--- src/rtl/xres_reset_sequencer_if.sv ---
// Reset-sequencer bundle between the XRES pad stage and the core domains.
//   XRES_H_N   : pad-side external reset, active-low, asynchronous to CLK
//   SEQ_RST_N  : staged domain resets, active-low, bit 0 releases first
//   RST_DONE   : all stages released
//   GLITCH_DET : one-cycle pulse per rejected XRES_H_N level change
//   GLITCH_CNT : saturating reject count (XRES_RESET_SEQUENCER_GLITCH_CNT_EN only)
// master = sequencer side, slave = pad/consumer side.
interface xres_reset_sequencer_if #(
  parameter int unsigned NUM_STAGES = 3
);
  logic                  XRES_H_N;
  logic [NUM_STAGES-1:0] SEQ_RST_N;
  logic                  RST_DONE;
  logic                  GLITCH_DET;
`ifdef XRES_RESET_SEQUENCER_GLITCH_CNT_EN
  logic [7:0]            GLITCH_CNT;

  modport master (input XRES_H_N, output SEQ_RST_N, output RST_DONE,
                  output GLITCH_DET, output GLITCH_CNT);
  modport slave  (output XRES_H_N, input SEQ_RST_N, input RST_DONE,
                  input GLITCH_DET, input GLITCH_CNT);
`else
  modport master (input XRES_H_N, output SEQ_RST_N, output RST_DONE,
                  output GLITCH_DET);
  modport slave  (output XRES_H_N, input SEQ_RST_N, input RST_DONE,
                  input GLITCH_DET);
`endif
endinterface

--- src/rtl/xres_reset_sequencer.sv ---
// XRES reset sequencer: synchronises the pad-filtered XRES_H_N, applies a
// digital stability filter, then holds and releases the core domain resets
// in order, flagging pulses too short to count as a reset.
// Ports:
//   CLK   : sequencer clock
//   RESET : asynchronous active-high reset, forces all outputs asserted
//   bus   : xres_reset_sequencer_if.master (XRES_H_N in; SEQ_RST_N,
//           RST_DONE, GLITCH_DET and optional GLITCH_CNT out)
// Optional feature macro: XRES_RESET_SEQUENCER_GLITCH_CNT_EN adds the
// saturating GLITCH_CNT counter and port.
module xres_reset_sequencer #(
  parameter int unsigned SYNC_STAGES   = 2,
  parameter int unsigned FILTER_CYCLES = 16,
  parameter int unsigned HOLD_CYCLES   = 64,
  parameter int unsigned NUM_STAGES    = 3,
  parameter int unsigned STAGE_GAP     = 8
) (
  input  logic                   CLK,
  input  logic                   RESET,
  xres_reset_sequencer_if.master bus
);

  localparam int unsigned FCNT_W = $clog2(FILTER_CYCLES + 1);
  localparam int unsigned HCNT_W = $clog2(HOLD_CYCLES + 1);
  localparam int unsigned GCNT_W = $clog2(STAGE_GAP + 1);
  localparam int unsigned IDX_W  = $clog2(NUM_STAGES + 1);

  typedef enum logic [1:0] {
    ST_ASSERT,
    ST_HOLD,
    ST_RELEASE,
    ST_DONE
  } state_t;

  logic [SYNC_STAGES-1:0] sync_q;
  logic                   sync_n;
  logic                   filt_n;
  logic [FCNT_W-1:0]      fcnt;
  logic                   glitch_hit_c;
  logic                   glitch_det_q;

  state_t                 state;
  logic [HCNT_W-1:0]      hcnt;
  logic [GCNT_W-1:0]      gcnt;
  logic [IDX_W-1:0]       idx;
  logic [NUM_STAGES-1:0]  seq_q;
  logic                   done_q;

  assign sync_n = sync_q[SYNC_STAGES-1];

  // A run of differing samples that ends before acceptance is a glitch.
  assign glitch_hit_c = (sync_n == filt_n) && (fcnt != '0);

  // Synchroniser chain and level-change filter.
  always_ff @(posedge CLK or posedge RESET) begin
    if (RESET) begin
      sync_q       <= '0;
      filt_n       <= 1'b0;
      fcnt         <= '0;
      glitch_det_q <= 1'b0;
    end else begin
      sync_q       <= {sync_q[SYNC_STAGES-2:0], bus.XRES_H_N};
      glitch_det_q <= glitch_hit_c;
      if (sync_n != filt_n) begin
        if (fcnt == FCNT_W'(FILTER_CYCLES - 1)) begin
          filt_n <= sync_n;
          fcnt   <= '0;
        end else begin
          fcnt <= fcnt + FCNT_W'(1);
        end
      end else begin
        fcnt <= '0;
      end
    end
  end

`ifdef XRES_RESET_SEQUENCER_GLITCH_CNT_EN
  logic [7:0] glitch_cnt_q;

  // Saturating reject counter; only RESET clears it, filtered resets do not.
  always_ff @(posedge CLK or posedge RESET) begin
    if (RESET) begin
      glitch_cnt_q <= '0;
    end else if (glitch_hit_c && (glitch_cnt_q != 8'hFF)) begin
      glitch_cnt_q <= glitch_cnt_q + 8'd1;
    end
  end

  assign bus.GLITCH_CNT = glitch_cnt_q;
`endif

  // Hold / staged-release sequencer. A low filtered reset overrides every
  // state, so a stage due in the same cycle never releases.
  always_ff @(posedge CLK or posedge RESET) begin
    if (RESET) begin
      state  <= ST_ASSERT;
      hcnt   <= '0;
      gcnt   <= '0;
      idx    <= '0;
      seq_q  <= '0;
      done_q <= 1'b0;
    end else if (!filt_n) begin
      state  <= ST_ASSERT;
      hcnt   <= '0;
      gcnt   <= '0;
      idx    <= '0;
      seq_q  <= '0;
      done_q <= 1'b0;
    end else begin
      case (state)
        ST_ASSERT: begin
          state <= ST_HOLD;
          hcnt  <= '0;
        end
        ST_HOLD: begin
          if (hcnt == HCNT_W'(HOLD_CYCLES - 1)) begin
            state    <= ST_RELEASE;
            hcnt     <= '0;
            idx      <= '0;
            gcnt     <= '0;
            seq_q[0] <= 1'b1;
          end else begin
            hcnt <= hcnt + HCNT_W'(1);
          end
        end
        ST_RELEASE: begin
          if (idx == IDX_W'(NUM_STAGES - 1)) begin
            state  <= ST_DONE;
            idx    <= '0;
            gcnt   <= '0;
            seq_q  <= '1;
            done_q <= 1'b1;
          end else if (gcnt == GCNT_W'(STAGE_GAP - 1)) begin
            // Stages release in order, so the next bit is idx+1.
            idx   <= idx + IDX_W'(1);
            gcnt  <= '0;
            seq_q <= seq_q | (NUM_STAGES'(1) << (idx + IDX_W'(1)));
          end else begin
            gcnt <= gcnt + GCNT_W'(1);
          end
        end
        ST_DONE: begin
          seq_q  <= '1;
          done_q <= 1'b1;
        end
        default: begin
          state <= ST_ASSERT;
        end
      endcase
    end
  end

  assign bus.SEQ_RST_N  = seq_q;
  assign bus.RST_DONE   = done_q;
  assign bus.GLITCH_DET = glitch_det_q;

endmodule
--- src/flat_wrapper.sv ---
// flat-port wrapper written by rule: the top's interface ports become plain ports
module xres_reset_sequencer_flat 
#(
  parameter int unsigned SYNC_STAGES   = 2,
  parameter int unsigned FILTER_CYCLES = 16,
  parameter int unsigned HOLD_CYCLES   = 64,
  parameter int unsigned NUM_STAGES    = 3,
  parameter int unsigned STAGE_GAP     = 8
)
  (CLK, RESET, bus_XRES_H_N, bus_SEQ_RST_N, bus_RST_DONE, bus_GLITCH_DET);
  xres_reset_sequencer_if #(.NUM_STAGES(NUM_STAGES)) bus_i ();
  input  logic CLK;
  input  logic RESET;
  input wire logic [$bits(bus_i.XRES_H_N)-1:0] bus_XRES_H_N;
  output wire logic [$bits(bus_i.SEQ_RST_N)-1:0] bus_SEQ_RST_N;
  output wire logic [$bits(bus_i.RST_DONE)-1:0] bus_RST_DONE;
  output wire logic [$bits(bus_i.GLITCH_DET)-1:0] bus_GLITCH_DET;
  assign bus_i.XRES_H_N = bus_XRES_H_N;
  assign bus_SEQ_RST_N = bus_i.SEQ_RST_N;
  assign bus_RST_DONE = bus_i.RST_DONE;
  assign bus_GLITCH_DET = bus_i.GLITCH_DET;
  xres_reset_sequencer #(.SYNC_STAGES(SYNC_STAGES), .FILTER_CYCLES(FILTER_CYCLES), .HOLD_CYCLES(HOLD_CYCLES), .NUM_STAGES(NUM_STAGES), .STAGE_GAP(STAGE_GAP)) u_core (.CLK(CLK), .RESET(RESET), .bus(bus_i));
endmodule
--- config.mk ---
export PLATFORM = sky130hd
export DESIGN_NAME = xres_reset_sequencer_flat
export DESIGN_NICKNAME = d
export VERILOG_FILES = /design/src/rtl/xres_reset_sequencer_if.sv /design/src/rtl/xres_reset_sequencer.sv /design/src/flat_wrapper.sv
export SDC_FILE = /design/constraint.sdc
export NUM_CORES = 1
export LEC_CHECK = 0
export BUFFER_PORTS_ARGS = -buffer_cell sky130_fd_sc_hd__buf_2
export CAP_MARGIN = 20
export CORE_ASPECT_RATIO = 1.75
export CORE_MARGIN = 4
export CORE_UTILIZATION = 25
export CTS_CLUSTER_SIZE = 20
export DETAILED_ROUTE_END_ITERATION = 7
export SLEW_MARGIN = 20
export SYNTH_ARGS = -nofsm -noshare
export SYNTH_HDL_FRONTEND = slang
export SYNTH_SLANG_ARGS = --single-unit
--- constraint.sdc ---
create_clock -name CLK -period 1.89 [get_ports CLK]
set_clock_uncertainty 0.05 [all_clocks]
set_input_delay 0.378 -clock CLK [delete_from_list [all_inputs] [get_ports CLK]]
set_output_delay 0.378 -clock CLK [all_outputs]
set_load 0.01 [all_outputs]
# [Yosys cells after proc, flatten, opt, wreduce, memory -nomap -nowiden]
# Index checks and enable logic that the tools add are counted.
# W data, S select, Z words.
[totals] reg_bits=28 input_bits=3 out_inout_bits=5
[classes] add_sub_neg=4 n_eq_ne=17 shift=1 n_mux=28 n_bitwise=1 reduce_logical=10
[op_table] operator="$mux W4" count=4
[op_table] operator="$ne A3 B3 Y1 const B" count=5
[op_table] operator="$mux W2" count=7
[op_table] operator="$mux W7" count=2
[op_table] operator="$pmux W7 S2" count=1
[op_table] operator="$ne A4 B4 Y1 const B" count=3
[op_table] operator="$mux W5" count=2
[op_table] operator="$mux W3" count=3
[op_table] operator="$reduce_and A3 Y1" count=3
[op_table] operator="$pmux W2 S2" count=2
[op_table] operator="$pmux W4 S2" count=1
[op_table] operator="$reduce_and A2 Y1" count=4
[op_table] operator="$add A7 B1 Y7 const B" count=1
[op_table] operator="$eq A7 B6 Y1 const B" count=1
[op_table] operator="$eq A2 B2 Y1 const B" count=3
[op_table] operator="$pmux W2 S3" count=1
[op_table] operator="$add A5 B1 Y5 const B" count=1
[op_table] operator="$eq A5 B4 Y1 const B" count=1
[op_table] operator="$reduce_bool A5 Y1" count=1
[op_table] operator="$add A4 B1 Y4 const B" count=1
[op_table] operator="$eq A4 B3 Y1 const B" count=1
[op_table] operator="$mux W1" count=3
[op_table] operator="$or A3 B3 Y3" count=1
[op_table] operator="$pmux W1 S3" count=1
[op_table] operator="8 further kinds" count=8

# [Depth between registers and ports, before layout]
[depth] depth_word=7 depth_mapped=7 mapped_depth_nobuf=6

# [Least setup slack after synthesis]
# Ideal clock, no wire load.
[synth_timing] path_type="register to register" startpoint="reg u_core.state[0]" endpoint="reg u_core.gcnt[0]" t_arrival_ns=1.761 required_ns=1.762 slack_ns=0.001 path_stages_with_launch=8 path_buffers=1 period_less_slack_ns=1.889 path_cell_list="dfrtp_1 inv_1 ha_1 nand2b_1 o32a_1 buf_6 or4_1 a21boi_1"
[synth_between] elab_chain_len=3 elab_cells_between_ends=7
[synth_lines] element="start: declaration" line="xres_reset_sequencer.sv:42" text="state_t state;"
[synth_lines] element="start signal: assignment" line="xres_reset_sequencer.sv:96" text="state <= ST_ASSERT;"
[synth_lines] element="start signal: assignment" line="xres_reset_sequencer.sv:103" text="state <= ST_ASSERT;"
[synth_lines] element="start signal: assignment" line="xres_reset_sequencer.sv:112" text="state <= ST_HOLD;"
[synth_lines] element="$eq A2 B2 Y1 or $eq A2 B1 Y1 (tied branches)" line="xres_reset_sequencer.sv:110" text="case (state)"
[synth_lines] element="$pmux W4 S2 or $ne A3 B3 Y1 (tied branches)"
[synth_lines] element="$mux W4 or $reduce_and A2 Y1 (tied branches)"
[synth_lines] element="end signal: assignment" line="xres_reset_sequencer.sv:139" text="gcnt <= gcnt + GCNT_W'(1);"
[synth_lines] element="end: declaration" line="xres_reset_sequencer.sv:44" text="logic [GCNT_W-1:0] gcnt;"
# Parallel ways exist; a longest one is shown, timed or not.
# A chain may end at the register's enable or synchronous reset.

# [Worst setup path after layout]
[layout_timing] startpoint="reg u_core.state[1]" endpoint="reg u_core.gcnt[0]"
# Same word-level chain as after synthesis.

==> metrics.md <==
| Metric | Value |
|---|---|
| Status | complete, no violations |
| Proportion of synthesized chip area in sequential cells | 46.7% |
| Final nets | 185 |
| Max incr delay on CP | 0.41 ns |
| Max rail drop VDD | 0.268 mV |
| Top FF cell, synth | dfrtp_1 |
| Worst slew margin | 66.2% |
| Power Total | 1.12 mW |
| Residual DRC | 0 |
| Number of I/O port buffers | 7 |
| P per Cell Area | 612 nW/um^2 |
| Post-synthesis cell area | 1500 sq um |
| Final Hold Vio Count | 0 |
| CP arrival | 1.97 ns |
| Via density | 4.64 |
| Pin count of the biggest net entering global routing | 29 |
| Yosys top cell area share | 46.7% |
| Initial core utilization | 25.7% |
| Synth-to-layout area growth | 22.5% |
| Max-cap violations | 0 |
| Critical Path End Type | register |
| Ant. Diodes | 0 |
| Synth warn | 0 |
| Total CTS buffers | 3 |
| Post-Layout Inst Area | 1840 sq um |
| Number of flops mapped to enable cells by yosys | 0 |
| Die ar. | 7350 sq um |
| Synth Net Count | 164 |
| TritonCTS clock tree | yes |
| Yosys reg bits | 28 |
| Crit Path Max Fanout | 6 |
| Hold WC Path Type | input pin to async pin |
| CP startpoint kind | register |
| Area contributors post-synth | dfrtp_1 47%, ha_1 7.5%, nand2_1 4.5%, a21boi_0 3.0%, nand3_1 2.7% |
| H-Tree Depth | 1 |
| Final period util | 95.7% |
| Post-route worst setup slack | 0.0810 ns |
| Slew @ Worst Pin | 0.500 ns |
| Leakage power | 0.775 nW |
| Max-slew violations | 0 |
| First-pass GRT wire length | 5490 um |
| Area of the core | 5830 sq um |
| Gate Count Post-Synth | 152 |
| Clock transition at path regs | 0.10 ns |
| Aggregate routed wire length | 3100 um |
| Most instantiated cells after synthesis | 28 x dfrtp_1, 18 x nand2_1, 10 x nor2_1 |
| Die Y-Extent | 110 um |
| GRT Util Overall | 9.48% |
| CTS Hold Bufs | 0 |
| Clock Latency Late Sink | 0.27 ns |
| Worst slack at placement | 0.000864 ns |
| Asr flop ratio synth | 100% |
| Drt first pass iters | 3 |
| Num ports | 8 |
| DP Area | 1710 sq um |
| TNS Setup | 0 ns |
| Grt ovf | 0 |
| Final HPWL DP | 2370 um |
| Wire per inst | 12.4 um |
| Avg Inst Size Synth | 9.86 sq um |
| CP delay by family, top | compound AO/OA/AOI/OAI gates |
| CTS Buffer Depth | 2 |
| Top-count cell post-synth | dfrtp_1 |
| Max stage delay cell, worst path | or4_1 |
| Initial drt markers | 7 |
| Total clock sinks | 28 |
| Unrepaired setup endpoints after global routing | yes |
| FP Rows | 37 |
| Min cycle time layout | 1.81 ns |
| CTS root buf | clkbuf_8 |
| Fmax | 553 MHz |
| Die W | 66.5 um |
| Worst Path Buf+Inv | 1 |
| Yosys top cell by area | dfrtp_1 |
| GP Congestion | 0.737 |
| CP Class | register to register |
| Critical path, cell by cell | inv_1 > ha_4 > nand2b_1 > o32a_1 > or4_1 > a21boi_1 |
| Share of post-route cells with drive strength above 1 | 22.1% |
| Post-route ant nets | 0 |
| Worst EP required | 2.05 ns |
| Vias in the first global route | 1223 |
| Distinct cell type count after synthesis | 41 |
| # setup viols final | 0 |
| R2R setup slack | 0.08 ns |
| Via count | 1159 |
| Initial antenna violation count | 0 |
[per-layer routing]
layer,GRT usage [%],up-vias,wire length [um],share of wire (%)
met3,1.53,4,36,1.2
met2,17.4,7,1760,57
li1,-,574,-,-
met4,4.07,0,66,2.1
met1,10.2,574,1230,40
met5,0,-,0,0
[kinds of logic (layout without fill, tap and decap cells)]
family | count (synthesis) | count (layout) | share of synthesized area [%]
and+or+nand+nor | 59 | 59 | 20.5
buffers and inverters | 14 | 34 | 4.01
DFF | 28 | 28 | 46.7
xor gates and xnor gates | 4 | 4 | 2.34
muxes | 3 | 3 | 2.09
AOI/OAI and AO/OA | 35 | 35 | 16.8
adders and majority gates | 9 | 9 | 7.51
[layout make-up]
| cell class | instances | area, sq um |
|---|---|---|
| fill | 647 | 4000 |
| multi-input combinational | 110 | 786 |
| sequential | 28 | 703 |
| timing repair buffer | 22 | 148 |
| tap | 78 | 97.6 |
| clock buffer | 3 | 41.3 |
| clock inverter | 1 | 30.0 |
| inverter | 8 | 30.0 |
[registers in the layout, summed over array words and instances (netlist names)]
name	flops
u_core.bus.GLITCH_DET	1
u_core.hcnt	7
u_core.sync_q	2
u_core.state	2
u_core.bus.SEQ_RST_N	3
u_core.fcnt	5
u_core.idx	2
u_core.gcnt	4
u_core.bus.RST_DONE	1
u_core.filt_n	1
[power by group]
part	leakage [nW]	internal (mW)	switching, mW
clock network	0.0357	0.284	0.188
logic	0.360	0.0140	0.0237
registers	0.380	0.608	0.00663
[per-stage QoR]
stage	cells	util [%]	hold slack [ns]
finish	250	31.5	0.0966
global route	250	31.5	0.140
CTS	250	30.9	0.111
detailed placement	245	29.3	0.300
global placement	245	29.3	0.283
floorplan	152	-	0.281
[repair_timing]
| action | CTS | global route |
|---|---|---|
| pin swaps | 1 | 2 |
| setup endpoints to repair | 3 | 7 |
| gates cloned | 0 | 0 |
| resized for setup | 2 | 8 |
| buffers inserted | 1 | 0 |
[cells in the final DEF, fill, tap and decap left out, types with 3 or more instances in the layout]
master / synthesis / final
dfrtp_1: 28 / 26
nand2_1: 18 / 17
buf_4: 0 / 15
nor2_1: 10 / 10
nand3_1: 8 / 8
inv_1: 8 / 8
ha_1: 9 / 7
buf_2: 0 / 7
a21boi_0: 6 / 6
o21ai_0: 6 / 6
nand3b_1: 4 / 4
nor2b_1: 4 / 4
xor2_1: 4 / 4
a21oi_1: 3 / 3
nand2b_1: 3 / 3
o21a_1: 3 / 3
clkbuf_8: 0 / 3
[tightest hold or removal path: stages]
cell	delay (ns)
buf_2	0.09
inv_1	0.04
buf_4	0.33
[path summary, 6_finish.rpt]
check,startpoint,to,depth (start not counted)
worst max register to register,u_core.state[1],u_core.gcnt[0],6
worst max-delay path,u_core.state[1],u_core.gcnt[0],6
worst min register to register,u_core.sync_q[0],u_core.sync_q[1],0
max in group asynchronous,RESET,u_core.hcnt[1],3
min in group CLK,bus_XRES_H_N,u_core.sync_q[0],1
worst min-delay path,RESET,u_core.bus.RST_DONE,3
Power figures use the tool's default switching activity.
